<file path="src/rtl/matrix_unloader.sv">
// rtl/matrix_unloader.sv - streams a result matrix off-chip as a dimension header followed by MS-first element nibbles
module matrix_unloader #(
  parameter int DATA_W = 16,
  parameter int ADDR_W = 8
) (
  input  logic              CLK,
  input  logic              RST_N,
  input  logic              start,
  input  logic [3:0]        rows,
  input  logic [3:0]        cols,
  output logic              rd_en,
  output logic [ADDR_W-1:0] rd_addr,
  input  logic [DATA_W-1:0] rd_data,
  output logic [3:0]        data,
  output logic              ctrl_logic,
  output logic              valid,
  input  logic              ready,
  output logic              busy,
  output logic              done
);

  localparam int NIBS  = DATA_W / 4;
  localparam int NIB_W = $clog2(NIBS + 1);

  typedef enum logic [2:0] {
    S_IDLE, S_HDR_R, S_HDR_C, S_FETCH, S_WAIT, S_SEND, S_DONE
  } state_t;

  state_t              state, state_nx;
  logic [3:0]          cols_q, cols_nx;
  logic [7:0]          total, total_nx;
  logic [7:0]          elem_idx, elem_nx;
  logic [7:0]          elem_inc;
  logic [NIB_W-1:0]    nib_idx, nib_nx;
  logic [DATA_W-1:0]   sh, sh_nx, sh_shift;
  logic [3:0]          data_nx;
  logic                ctrl_nx, valid_nx, rd_en_nx, busy_nx, done_nx;
  logic [ADDR_W-1:0]   rd_addr_nx;

  assign elem_inc = elem_idx + 8'd1;
  assign sh_shift = sh << 4;

  always_ff @(posedge CLK or negedge RST_N) begin
    if (!RST_N) begin
      state      <= S_IDLE;
      cols_q     <= '0;
      total      <= '0;
      elem_idx   <= '0;
      nib_idx    <= '0;
      sh         <= '0;
      data       <= '0;
      ctrl_logic <= 1'b0;
      valid      <= 1'b0;
      rd_en      <= 1'b0;
      rd_addr    <= '0;
      busy       <= 1'b0;
      done       <= 1'b0;
    end else begin
      state      <= state_nx;
      cols_q     <= cols_nx;
      total      <= total_nx;
      elem_idx   <= elem_nx;
      nib_idx    <= nib_nx;
      sh         <= sh_nx;
      data       <= data_nx;
      ctrl_logic <= ctrl_nx;
      valid      <= valid_nx;
      rd_en      <= rd_en_nx;
      rd_addr    <= rd_addr_nx;
      busy       <= busy_nx;
      done       <= done_nx;
    end
  end

  // Outputs are registered: each branch computes what the bus shows in the next state.
  always_comb begin
    state_nx   = state;
    cols_nx    = cols_q;
    total_nx   = total;
    elem_nx    = elem_idx;
    nib_nx     = nib_idx;
    sh_nx      = sh;
    data_nx    = data;
    ctrl_nx    = ctrl_logic;
    valid_nx   = valid;
    rd_en_nx   = 1'b0;
    rd_addr_nx = rd_addr;
    busy_nx    = busy;
    done_nx    = 1'b0;

    case (state)
      S_IDLE: begin
        if (start) begin
          cols_nx    = cols;
          total_nx   = {4'd0, rows} * {4'd0, cols};
          elem_nx    = '0;
          rd_addr_nx = '0;
          busy_nx    = 1'b1;
          valid_nx   = 1'b1;
          ctrl_nx    = 1'b1;
          data_nx    = rows;
          state_nx   = S_HDR_R;
        end
      end
      S_HDR_R: begin
        if (ready) begin
          data_nx  = cols_q;
          state_nx = S_HDR_C;
        end
      end
      S_HDR_C: begin
        if (ready) begin
          valid_nx = 1'b0;
          ctrl_nx  = 1'b0;
          if (total != 8'd0) begin
            rd_en_nx   = 1'b1;
            rd_addr_nx = ADDR_W'(elem_idx);
            state_nx   = S_FETCH;
          end else begin
            done_nx  = 1'b1;
            state_nx = S_DONE;
          end
        end
      end
      S_FETCH: begin
        state_nx = S_WAIT;
      end
      S_WAIT: begin
        sh_nx    = rd_data;
        nib_nx   = '0;
        data_nx  = rd_data[DATA_W-1 -: 4];
        ctrl_nx  = 1'b0;
        valid_nx = 1'b1;
        state_nx = S_SEND;
      end
      S_SEND: begin
        if (ready) begin
          sh_nx   = sh_shift;
          data_nx = sh_shift[DATA_W-1 -: 4];
          nib_nx  = nib_idx + 1'b1;
          if (nib_idx == NIB_W'(NIBS - 1)) begin
            elem_nx  = elem_inc;
            valid_nx = 1'b0;
            // Address advances by one per element, so row-major order needs no multiplier.
            if (elem_inc < total) begin
              rd_en_nx   = 1'b1;
              rd_addr_nx = ADDR_W'(elem_inc);
              state_nx   = S_FETCH;
            end else begin
              done_nx  = 1'b1;
              state_nx = S_DONE;
            end
          end
        end
      end
      S_DONE: begin
        busy_nx  = 1'b0;
        state_nx = S_IDLE;
      end
      default: state_nx = S_IDLE;
    endcase
  end

endmodule

</file>
<file path="config.mk">
export PLATFORM = sky130hd
export DESIGN_NAME = matrix_unloader
export DESIGN_NICKNAME = d
export VERILOG_FILES = /design/src/rtl/matrix_unloader.sv
export SDC_FILE = /design/constraint.sdc
export NUM_CORES = 1
export LEC_CHECK = 0
export ABC_AREA = 1
export ABC_CLOCK_PERIOD_IN_PS = 2000
export BUFFER_PORTS_ARGS = -buffer_cell sky130_fd_sc_hd__buf_4
export CORE_UTILIZATION = 53
export DETAILED_ROUTE_END_ITERATION = 8
export GPL_TIMING_DRIVEN = 0
export PLACE_DENSITY = 0.77
export SLEW_MARGIN = 40
export SYNTH_ARGS = -nofsm -noshare
export SYNTH_HDL_FRONTEND = slang
export SYNTH_SLANG_ARGS = --single-unit
</file>
<file path="constraint.sdc">
create_clock -name CLK -period 2 [get_ports CLK]
set_input_delay 0.4 -clock CLK [delete_from_list [all_inputs] [get_ports CLK]]
set_output_delay 0.4 -clock CLK [all_outputs]
set_load 0.01 [all_outputs]
</file>
# == After elaboration in Yosys (flattened, before gate mapping) ==
# Index checks and enable logic that the tools add are counted.
# totals
word_cells,94
reg_bits,55
output_inout_bits,17
# classes
reduce_logical,18
add_sub_neg,2
multipliers,1
eq_ne,14
n_mux,45
n_lt_le_gt_ge,1
# op_table
operator,n
two-way mux 8 bit,8
two-way mux 3 bit,8
case mux 12 bit (2 select lines),1
case mux 8 bit (3 select lines),1
case mux 3 bit (6 select lines),1
case mux 4 bit (4 select lines),1
case mux 8 bit (2 select lines),1
two-way mux 1 bit,14
!= test 2 bit (second input constant),7
two-way mux 12 bit,1
two-way mux 4 bit,3
AND reduction 5 bit,2
== test 3 x 2 -> 1 bit (second input constant),3
== test 3 bit (second input constant),3
adder 8 x 1 -> 8 bit (second input constant),1
less-than comparator 8 bit,1
multiplier 4 x 4 -> 8 bit,1
AND reduction 4 bit,2
nonzero test 4 bit,2
nonzero test 8 bit,1
AND reduction 7 bit,1
case mux 1 bit (2 select lines),3
case mux 3 bit (2 select lines),1
AND reduction 2 bit,3
other kinds (8),11

# == Depth between registers and ports, before layout ==
# Gate-level depths: netlist of the first run.
# logic_depth
word_depth,6
mapped_depth,17
ltp_nobuf,16

# == Least setup slack after synthesis of the first run ==
# OpenSTA, ideal clock, no wires.
# synth_path
path_type,input -> register
from,in cols[3]
to,reg total[7]
path_slack_ns,-0.503
path_buffers,0
setup_time_ns,0.126
t_arrival_ns,2.377
path_stages,11
required_time_ns,1.874
path_cell_list,nand2_1 > fa_1 > inv_1 > fa_1 > ha_1 > a21oi_1 > or2_2 > nand3_1 > nand2_1 > nand3_1 > o21ai_0
# synth_via
elab_chain_cells,1
# synth_lines
item,line,rtl
start: declaration,10,"input logic [3:0] cols,"
multiplier 4 x 4 -> 8 bit,95,"total_nx = {4'd0, rows} * {4'd0, cols};"
end signal: assignment,61,total <= total_nx;
end: declaration,31,"logic [7:0] total, total_nx;"
# No other way between the ends.
# A chain may end at the register's enable or synchronous reset.

# == Final worst setup path of the first run ==
# layout_path
from,reg elem_idx[1]
to,reg state[2]
# layout_via
elab_chain_cells,6
# layout_lines
item,line,rtl
start: declaration,32,"logic [7:0] elem_idx, elem_nx;"
start signal: assignment,62,elem_idx <= elem_nx;
adder 8 x 1 -> 8 bit,40,assign elem_inc = elem_idx + 8'd1;
less-than comparator 8 bit,145,if (elem_inc < total) begin
two-way mux 3 bit,145,
two-way mux 3 bit,141,if (nib_idx == NIB_W'(NIBS - 1)) begin
two-way mux 3 bit,137,if (ready) begin
case mux 3 bit (6 select lines),91,case (state)
end signal: assignment,59,state <= state_nx;
end: declaration,29,"state_t state, state_nx;"
# No other way between the ends. The select of a mux whose other input is x is not followed.

==> metrics.txt, run 1 <==
n_diodes 0; max-slew violations 0; IO Pins 45; Syn Area/Cell 7.64 um2; fmax 455 MHz; critical path fanouts, max 5; routed len/inst 14.8 um; min-delay worst type in -> async; reg-to-reg slack, setup -0.20 ns; CTS tree built; Post-synth EDFFs 0; pin count of the biggest net entering global routing 56; crit share post-route 110%; Routed Antenna Nets 0; CP endpoint kind flip-flop; endpoints failing hold 0; syn_nets 507; CTS max path bufs 2; Worst EP required 2.21 ns; post-synthesis sequential area ratio 39.8%; GR Overflow Total 0; Post-DP Area 3980 um2; most used cell, CP nand2_2; Top FF cell, synth dfrtp_1; Inserted Clock Buffers 5; clock root buffer clkbuf_8; DR vias/cell 5.49; clk sink count 55; slowest CP cell dfrtp_1; RSZ-0062 raised after global routing true; CORE AREA 6310 um2; crit path kind reg -> reg; P&R area growth vs syn 30.4%; Clock transition at path regs 0.10 ns; htree depth 2; Final WS setup -0.199 ns; total die area 6860 um2; DRC 0; WL final 8840 um; die height 82.8 um; Top Family by Delay on Critical Path simple AND/OR/NAND/NOR gates; Fillers 497; die width 82.8 um; fraction of layout cells with a size suffix above 1 33.2%; peak supply drop between 0.0006 and 0.0007 V; YS warnings 0; Slew HR between 50 and 60%; std cell rows 29; Distinct cells, synth 39; total track usage 25.6%; CP arrival 2.41 ns; Leak 2.33 nW; Clk Latency, worst-skew pair 0.31 ns; Post-Syn Instances 453; most common library cell in the layout ignoring fill and taps nand2_1; Final Util 71.5%; flop and latch count out of synthesis 55; first-pass GRT wire length roughly 14000 um; synthesized cell area 3460 um2; Initial Utilization 54.8%; CP peak stage delay 0.45 ns; Final Non-Filler Cells 598; final RePlAce weighted congestion 0.819; startpoint types flip-flop; Setup Viol. Count Final 17; IO buf count 44; minimum clock period approximately 2.2 ns; Hold Slack 0.114 ns; Worst Tran Pin Value 0.696 ns; WP buf/inv 2; maxcap violations 0; placed cells 574; Design Area, Final 4510 um2; Async SR Flop Fraction between 90% and 100%; initial antenna violation count 0; nets around 570; hpwl dp 5760 um; vias in the first global route between 3000 and 4000; status finished with violations; most frequent cells in the layout nand2_1 (134), buf_4 (54), inv_1 (52), dfrtp_1 (52), nand2_2 (21); Pre-antenna DRT Iters 5; critical path, cell by cell nand2_2, nor2_4, nand4_1, nand2_1, inv_2, ha_4, a21oi_2, o21a_1, nand2_2, nand2_4, buf_8, nand2_4, nand2_2, nand2_2; DR vias 3284; drt initial violations 173; failing checks setup timing; Power Density 1080 nW/um2; Clock Skew 0.00927 ns
[metal layers]
metal  share of wire [%]  vias up  GRT usage [%]
li1                    -     1586              -
met3                 4.1       27           4.37
met1                  42     1565           31.9
met5                   0        -              0
met4                 3.4        0           9.25
met2                  50      106           44.6
[worst reg2reg max path, delay by kind of cell, from the launching register on]
family          cells  cell delay (ns)
flops               1             0.45
simple gates        9             0.98
buf+inv             2             0.19
fa+ha+maj           1             0.21
compound gates      2             0.27
[power by group]
group | internal [W] | total [W] | switching [W]
sequential | 0.00147 | 0.00170 | 0.000225
combinational | 0.000928 | 0.00252 | 0.00159
clock | 0.000285 | 0.000656 | 0.000371
total | 0.00268 | 0.00487 | 0.00219
[synth_stat cells, types with 4 or more instances]
master	instances	area (um2)
a31oi_1	6	37.5
ha_1	22	275
nor2_1	24	90.1
o21ai_0	19	95.1
a21oi_1	9	45.0
nand3_1	32	160
dfrtp_1	55	1380
inv_1	56	210
clkbuf_1	5	18.8
inv_2	7	26.3
nand4_1	8	50.1
nor2_2	4	25.0
o21ai_1	4	20.0
nand2_2	7	43.8
fa_1	4	80.1
o21ai_2	8	70.1
nand2_1	152	571
[worst paths after layout]
check | cells after the start | end | start
setup / recovery | 14 | state[2] | elem_idx[1]
hold reg to reg | 2 | sh[0] | sh[0]
hold / removal | 1 | elem_idx[6] | RST_N
setup reg to reg | 14 | state[2] | elem_idx[1]
min in group CLK | 3 | cols_q[3] | cols[3]
max in group asynchronous | 1 | elem_idx[5] | RST_N
[per-stage QoR]
| stage | worst slack, ns | power, W | TNS, ns |
|---|---|---|---|
| global route | -0.322 | 0.00525 | -3.98 |
| CTS | -0.175 | 0.00470 | -1.75 |
| detailed placement | -0.547 | 0.00390 | -4.94 |
| global placement | -0.501 | 0.00382 | -4.03 |
| floorplan | -0.267 | 0.00326 | -1.10 |
| finish | -0.199 | 0.00487 | -2.52 |
[logic make-up (layout without fill, tap and decap cells)]
group | count (synthesis) | after routing | synth area share, %
flip-flops | 55 | 55 | 39.8
AO/OA/AOI/OAI | 56 | 56 | 9.94
buffers and inverters | 74 | 141 | 8.71
XOR/XNOR | 3 | 3 | 0.759
adder cells (fa/ha/maj) | 26 | 26 | 10.3
AND/OR/NAND/NOR | 239 | 240 | 30.5
[cell type report]
type,instances,area (um2),area share [%]
Tap cell,77,96.3,2.14
Buffer,9,66.3,1.47
Inverter,64,243,5.38
Clock buffer,7,86.3,1.91
Timing Repair Buffer,60,494,11.0
Clock inverter,1,8.76,0.194
Sequential cell,55,1380,30.6
Multi-Input combinational cell,325,2140,47.4
[flip-flops by register name, indices dropped and copies added, names as in the netlist]
| name | flops |
|---|---|
| nib_idx | 3 |
| sh | 12 |
| state | 3 |
| valid | 1 |
| cols_q | 4 |
| ctrl_logic | 1 |
| rd_addr | 8 |
| busy | 1 |
| elem_idx | 8 |
| data | 4 |
| rd_en | 1 |
| total | 8 |
| done | 1 |
[repair_timing]
item | 4_1_cts | 5_1_grt
pin swaps | 24 | 19
hold buffers | 0 | 0
gates cloned | 2 | 0
resized for setup | 35 | 38
setup buffers | 10 | 5
endpoints found under the setup margin | 17 | 17
(Power assumes the default switching activity.)
==> run 2: changes to the inputs <==
Settings changed: CORE_ASPECT_RATIO set to 1.75.
==> run 2 against run 1 <==
- the run still ends with setup timing left
- sequential share of layout area shrank 0.32 points
- die area is 0.19% higher
- sequential cell count unchanged
- cell area rose by 1.2%
- sequential power barely moved
- non-clock buffer count rose by 2
- worst setup slack improved by 0.033 ns
- global-route usage increased by 1.1 points
- clock skew up 0.0076 ns
- combinational power hardly changed
- final cell count grew 0.84%
- core utilization is 1.9 points higher
==> metrics.txt, run 2 (synthesis results as in run 1) <==
DR vias/cell 5.33 (was 5.49); reg-to-reg slack, setup -0.17 ns (was -0.20 ns); drt initial violations 178 (was 173); CP endpoint kind flip-flop (unchanged); max reg flops 12 (unchanged); IO buf count 44 (unchanged); total track usage 26.7% (was 25.6%); first-pass GRT wire length 14300 um (about the same); crit path kind reg -> reg (unchanged); pin count of the biggest net entering global routing 56 (unchanged); GR Overflow Total 0 (unchanged); Setup Viol. Count Final 16 (was 17); Fillers 489 (was 497); n_diodes 0 (unchanged); routed len/inst 14.6 um (was 14.8 um); Final WS setup -0.166 ns (was -0.199 ns); htree depth 2 (unchanged); # hold bufs at CTS 0 (unchanged); clock root buffer clkbuf_8 (unchanged); M1 wire length 3210 um (was 3740 um); Hold Slack 0.113 ns (was 0.114 ns); IO Pins 45 (unchanged); final RePlAce weighted congestion 0.890 (was 0.819); critical path, cell by cell nand2_2, nor2_4, nand2_1, nand2_1, inv_1, ha_1, a21oi_1, nand2_1, nand2_1, nand2_2, nand2_4, buf_6, nand2_8, nand2_2, nand2_2 (was nand2_2, nor2_4, nand4_1, nand2_1, inv_2, ha_4, a21oi_2, o21a_1, nand2_2, nand2_4, buf_8, nand2_4, nand2_2, nand2_2); minimum clock period 2.17 ns (was 2.20 ns); critical path fanouts, max 5 (unchanged); die height 109 um (was 82.8 um); most common library cell in the layout ignoring fill and taps nand2_1 (unchanged); max-slew violations 0 (unchanged); P&R area growth vs syn 32.0% (was 30.4%); CORE AREA 6230 um2 (was 6310 um2); Slew HR 52.9% (was 53.6%); Clock transition at path regs 0.11 ns (was 0.10 ns); Top Family by Delay on Critical Path simple AND/OR/NAND/NOR gates (unchanged); min-delay worst type in -> async (unchanged); vias in the first global route 3266 (was 3167); Met3 Routed Length 280 um (was 361 um); CTS max path bufs 2 (unchanged); fraction of layout cells with a size suffix above 1 34.6% (was 33.2%); fmax 462 MHz (was 455 MHz); std cell rows 38 (was 29); DR vias 3214 (was 3284); Pre-antenna DRT Iters 4 (was 5); peak supply drop 0.000780 V (was 0.000698 V); endpoints failing hold 0 (unchanged); WP buf/inv 2 (unchanged); nets 576 (was 574); Top reg by flops sh (unchanged); startpoint types flip-flop (unchanged); total die area 6870 um2 (was 6860 um2); Clock Skew 0.0169 ns (was 0.00927 ns); top layer in use met4 (unchanged); maxcap violations 0 (unchanged); hpwl dp 5970 um (was 5760 um); WL met2 4820 um (was 4430 um); DRC 0 (unchanged); CP peak stage delay 0.44 ns (was 0.45 ns); failing checks setup timing (unchanged); CTS tree built (unchanged); crit share post-route 108% (was 110%); Clk Latency, worst-skew pair 0.33 ns (was 0.31 ns); Inserted Clock Buffers 5 (unchanged); Placement Setup Slack -0.537 ns (was -0.547 ns); Worst EP required 2.24 ns (was 2.21 ns); status finished with violations (unchanged); slowest CP cell dfrtp_2 (was dfrtp_1); initial antenna violation count 0 (unchanged); Routed Antenna Nets 0 (unchanged); WL final 8770 um (was 8840 um); RSZ-0062 raised after global routing true (unchanged); clk sink count 55 (unchanged); Worst Tran Pin Value 0.706 ns (was 0.696 ns); Leak 2.35 nW (was 2.33 nW); most frequent cells in the layout nand2_1 (126), buf_4 (56), inv_1 (52), dfrtp_1 (50), nand2_2 (30) (was nand2_1 (134), buf_4 (54), inv_1 (52), dfrtp_1 (52), nand2_2 (21)); Power Density 1100 nW/um2 (was 1080 nW/um2); CP arrival 2.41 ns (about the same); Initial Utilization 55.6% (was 54.8%); die width 63.1 um (was 82.8 um)
[run 2: cell types whose count changed in the layout (fill, tap and decap cells not counted), moves of 4 or more]
cell and change:
buf_8 -4, nand2_2 +9, nand2_1 -8, nand3_2 -4
nand3_1 +4
[run 2: cell type report]
type | count | area (um2) | area share, %
multi-input cells | 325 | 2150 | 47.1
well taps | 80 | 100 | 2.19
clock buffers | 6 | 72.6 | 1.59
inverters | 64 | 243 | 5.31
plain buffers | 9 | 66.3 | 1.45
clock inverters | 2 | 38.8 | 0.849
flip-flops and latches | 55 | 1380 | 30.3
repair buffers | 62 | 512 | 11.2
[run 2: path summary, 6_finish.rpt]
path	startpoint	to	cells past startpoint
max in group asynchronous	RST_N	elem_idx[3]	1
min reg2reg	rd_addr[3]	rd_addr[3]	2
min	RST_N	elem_idx[7]	1
max	elem_idx[1]	rd_addr[0]	15
max reg2reg	elem_idx[1]	rd_addr[0]	15
min in group CLK	cols[3]	cols_q[3]	3
[run 2: layer usage]
layer / vias to the layer above / track usage (%)
li1: 1583 / -
met1: 1510 / 28.2
met2: 89 / 48.5
met3: 32 / 2.93
met4: 0 / 19.3
met5: - / 0
[run 2: timing repair]
item	CTS	global route
gates cloned	2	0
endpoints found under the hold margin	0	0
resized for setup	41	38
endpoints found under the setup margin	17	18
setup buffers	12	5
pin swaps	15	21
[run 2: through the flow]
stage	setup TNS, ns	area (um2)	util, %	total power (W)	cells
2_1_floorplan	-1.10	3550	-	0.00326	453
3_3_place_gp	-4.61	3980	63.9	0.00384	577
3_5_place_dp	-5.14	3980	63.9	0.00390	577
4_1_cts	-1.80	4370	70.1	0.00482	598
5_1_grt	-3.94	4570	73.3	0.00540	603
6_report	-1.98	4570	73.3	0.00502	603
[run 2: power by group]
| group | internal (W) | switching [W] |
|---|---|---|
| clock | 0.000379 | 0.000395 |
| combinational | 0.000959 | 0.00159 |
| sequential | 0.00147 | 0.000232 |
| total | 0.00281 | 0.00221 |
==> run 3: changes to the inputs <==
Settings changed: PLACE_DENSITY 0.77 to 0.79.
==> run 3 against run 2 <==
- the flow still finishes with violations (setup timing)
- highest routed layer unchanged
- combinational power is 6% lower
- non-clock buffer count down 5
- count of clock-buffer cells in the layout fell by 1
- wire length unchanged
- power is 5.5% lower
- final cell count is 1.0% lower
- worst setup slack gained 0.021 ns
- critical endpoint is now state[2]
- hold slack got worse by 0.0095 ns
- core utilization is 1.6 points lower
- first-iteration DRC count grew 13%
- largest cell class unchanged
- sequential power barely moved
==> metrics.txt, run 3 (synthesis results as in run 1) <==
first-pass GRT wire length 13900 um (was 14300 um); crit share post-route 107% (was 108%); most common library cell in the layout ignoring fill and taps nand2_1 (unchanged); min-delay worst type in -> async (unchanged); most used cell, CP nand2_1; Placement Setup Slack -0.572 ns (was -0.537 ns); die height 109 um (unchanged); final setup TNS -1.47 ns (was -1.98 ns); status finished with violations (unchanged); nets 570 (was 576); critical path fanouts, max 5 (unchanged); max reg flops 12 (unchanged); GR Overflow Total 0 (unchanged); clk sink count 55 (unchanged); RSZ-0062 raised after global routing true (unchanged); reg-to-reg slack, setup -0.14 ns (was -0.17 ns); die width 63.1 um (unchanged); Worst Tran Pin Value 0.714 ns (was 0.706 ns); initial antenna violation count 0 (unchanged); pin count of the biggest net entering global routing 56 (unchanged); Slew HR 52.4% (was 52.9%); Top reg by flops sh (unchanged); Final WS setup -0.145 ns (was -0.166 ns); std cell rows 38 (unchanged); Setup Viol. Count Final 15 (was 16); Worst EP required 2.23 ns (was 2.24 ns); routed len/inst 14.7 um (was 14.6 um); Final Non-Filler Cells 597 (was 603); max-slew violations 0 (unchanged); Leak 2.30 nW (was 2.35 nW); crit path kind reg -> reg (unchanged); critical path, cell by cell nand2_2, nor2_4, nand3_2, nand2_1, nand2_1, inv_2, ha_4, a21oi_2, o21a_1, nand2_2, nand2_4, buf_8, nand2_1, nand2_1, nand2_1 (was nand2_2, nor2_4, nand2_1, nand2_1, inv_1, ha_1, a21oi_1, nand2_1, nand2_1, nand2_2, nand2_4, buf_6, nand2_8, nand2_2, nand2_2); DRC 0 (unchanged); # hold bufs at CTS 0 (unchanged); Design Area, Final 4470 um2 (was 4570 um2); n_diodes 0 (unchanged); total die area 6870 um2 (unchanged); Pwr Total 0.00474 W (was 0.00502 W); Post-DP Area 3980 um2 (unchanged); drt initial violations 202 (was 178); Inserted Clock Buffers 5 (unchanged); hpwl dp 6050 um (was 5970 um); fmax 466 MHz (was 462 MHz); WL final 8770 um (unchanged); IO Pins 45 (unchanged); slowest CP cell dfrtp_2 (unchanged); Clock Skew 0.00870 ns (was 0.0169 ns); Initial Utilization 55.6% (unchanged); CORE AREA 6230 um2 (unchanged); placed cells 577 (unchanged); CP endpoint kind flip-flop (unchanged); CP peak stage delay 0.44 ns (about the same); minimum clock period 2.14 ns (was 2.17 ns); Clock transition at path regs 0.11 ns (about the same); peak supply drop 0.000822 V (was 0.000780 V); endpoints failing hold 0 (unchanged); most frequent cells in the layout nand2_1 (141), buf_4 (53), inv_1 (51), dfrtp_1 (50), nor2_1 (22) (was nand2_1 (126), buf_4 (56), inv_1 (52), dfrtp_1 (50), nand2_2 (30)); fraction of layout cells with a size suffix above 1 32.1% (was 34.6%); Power Density 1060 nW/um2 (was 1100 nW/um2); startpoint types flip-flop (unchanged); final RePlAce weighted congestion 0.919 (was 0.890); reg2reg path depth 15 (unchanged); total track usage 26.2% (was 26.7%); vias in the first global route 3220 (was 3266); Pre-antenna DRT Iters 5 (was 4); htree depth 2 (unchanged); Clk Latency, worst-skew pair 0.32 ns (was 0.33 ns); maxcap violations 0 (unchanged); CP arrival 2.37 ns (was 2.41 ns); Routed Antenna Nets 0 (unchanged); IO buf count 44 (unchanged); failing checks setup timing (unchanged); DR vias/cell 5.43 (was 5.33); CTS max path bufs 2 (unchanged); DR vias 3239 (was 3214); CTS tree built (unchanged); P&R area growth vs syn 29.1% (was 32.0%); clock root buffer clkbuf_8 (unchanged)
-- run 3: cell count changes in the layout (fill, tap and decap cells not counted), sizes merged --
cell    previous run  this run
buf               67        63
nand2            161       160
clkbuf            10         8
bufinv             1         0
clkinv             0         2
-- run 3: worst max-delay path, delay by kind of cell (launching register included) --
family	cells	cell delay, ns
AOI/OAI and AO/OA	2	0.31
adders and majority gates	1	0.20
buffers and inverters	2	0.20
DFF	1	0.44
and+or+nand+nor	10	0.91
-- run 3: path summary, 6_finish.rpt --
check,startpoint,endpoint
hold / removal,RST_N,elem_idx[6]
max in group asynchronous,RST_N,elem_idx[0]
min in group CLK,rd_data[3],sh[3]
setup reg to reg,elem_idx[1],state[2]
setup / recovery,elem_idx[1],state[2]
hold reg to reg,sh[3],sh[3]
-- run 3: cell type report --
type | count | area (um2)
Sequential cell | 55 | 1380
Clock buffer | 5 | 68.8
Timing Repair Buffer | 57 | 465
Fill cell | 488 | 1760
Tap cell | 80 | 100
Multi-Input combinational cell | 324 | 2120
Inverter | 64 | 243
Clock inverter | 3 | 22.5
Buffer | 9 | 66.3
-- run 3: routing by layer --
layer  part of all wire [%]  routed length, um  GRT usage, %
met3                    4.0                350          3.45
met1                     37               3290          27.6
met5                      0                  0             0
met2                     54               4730          48.7
met4                    4.6                407          15.6
-- run 3: what timing repair did --
item	4_1_cts	5_1_grt
gates cloned	1	0
resized for setup	33	31
pin swaps	22	18
setup endpoints to repair	17	17
hold endpoints to repair	0	0
setup buffers	4	8
-- run 3: stage by stage --
| step | hold slack (ns) | utilization (%) |
|---|---|---|
| after floorplan | 0.104 | - |
| after global placement | 0.455 | 63.9 |
| after detailed placement | 0.465 | 63.9 |
| after CTS | 0.147 | 68.2 |
| after global routing | 0.174 | 71.7 |
| final | 0.104 | 71.7 |
-- run 3: power breakdown --
group	leakage (nW)	internal (W)	switching, W
Clock	0.0485	0.000252	0.000404
Combinational	1.56	0.000889	0.00150
Sequential	0.694	0.00147	0.000223
Total	2.30	0.00261	0.00213
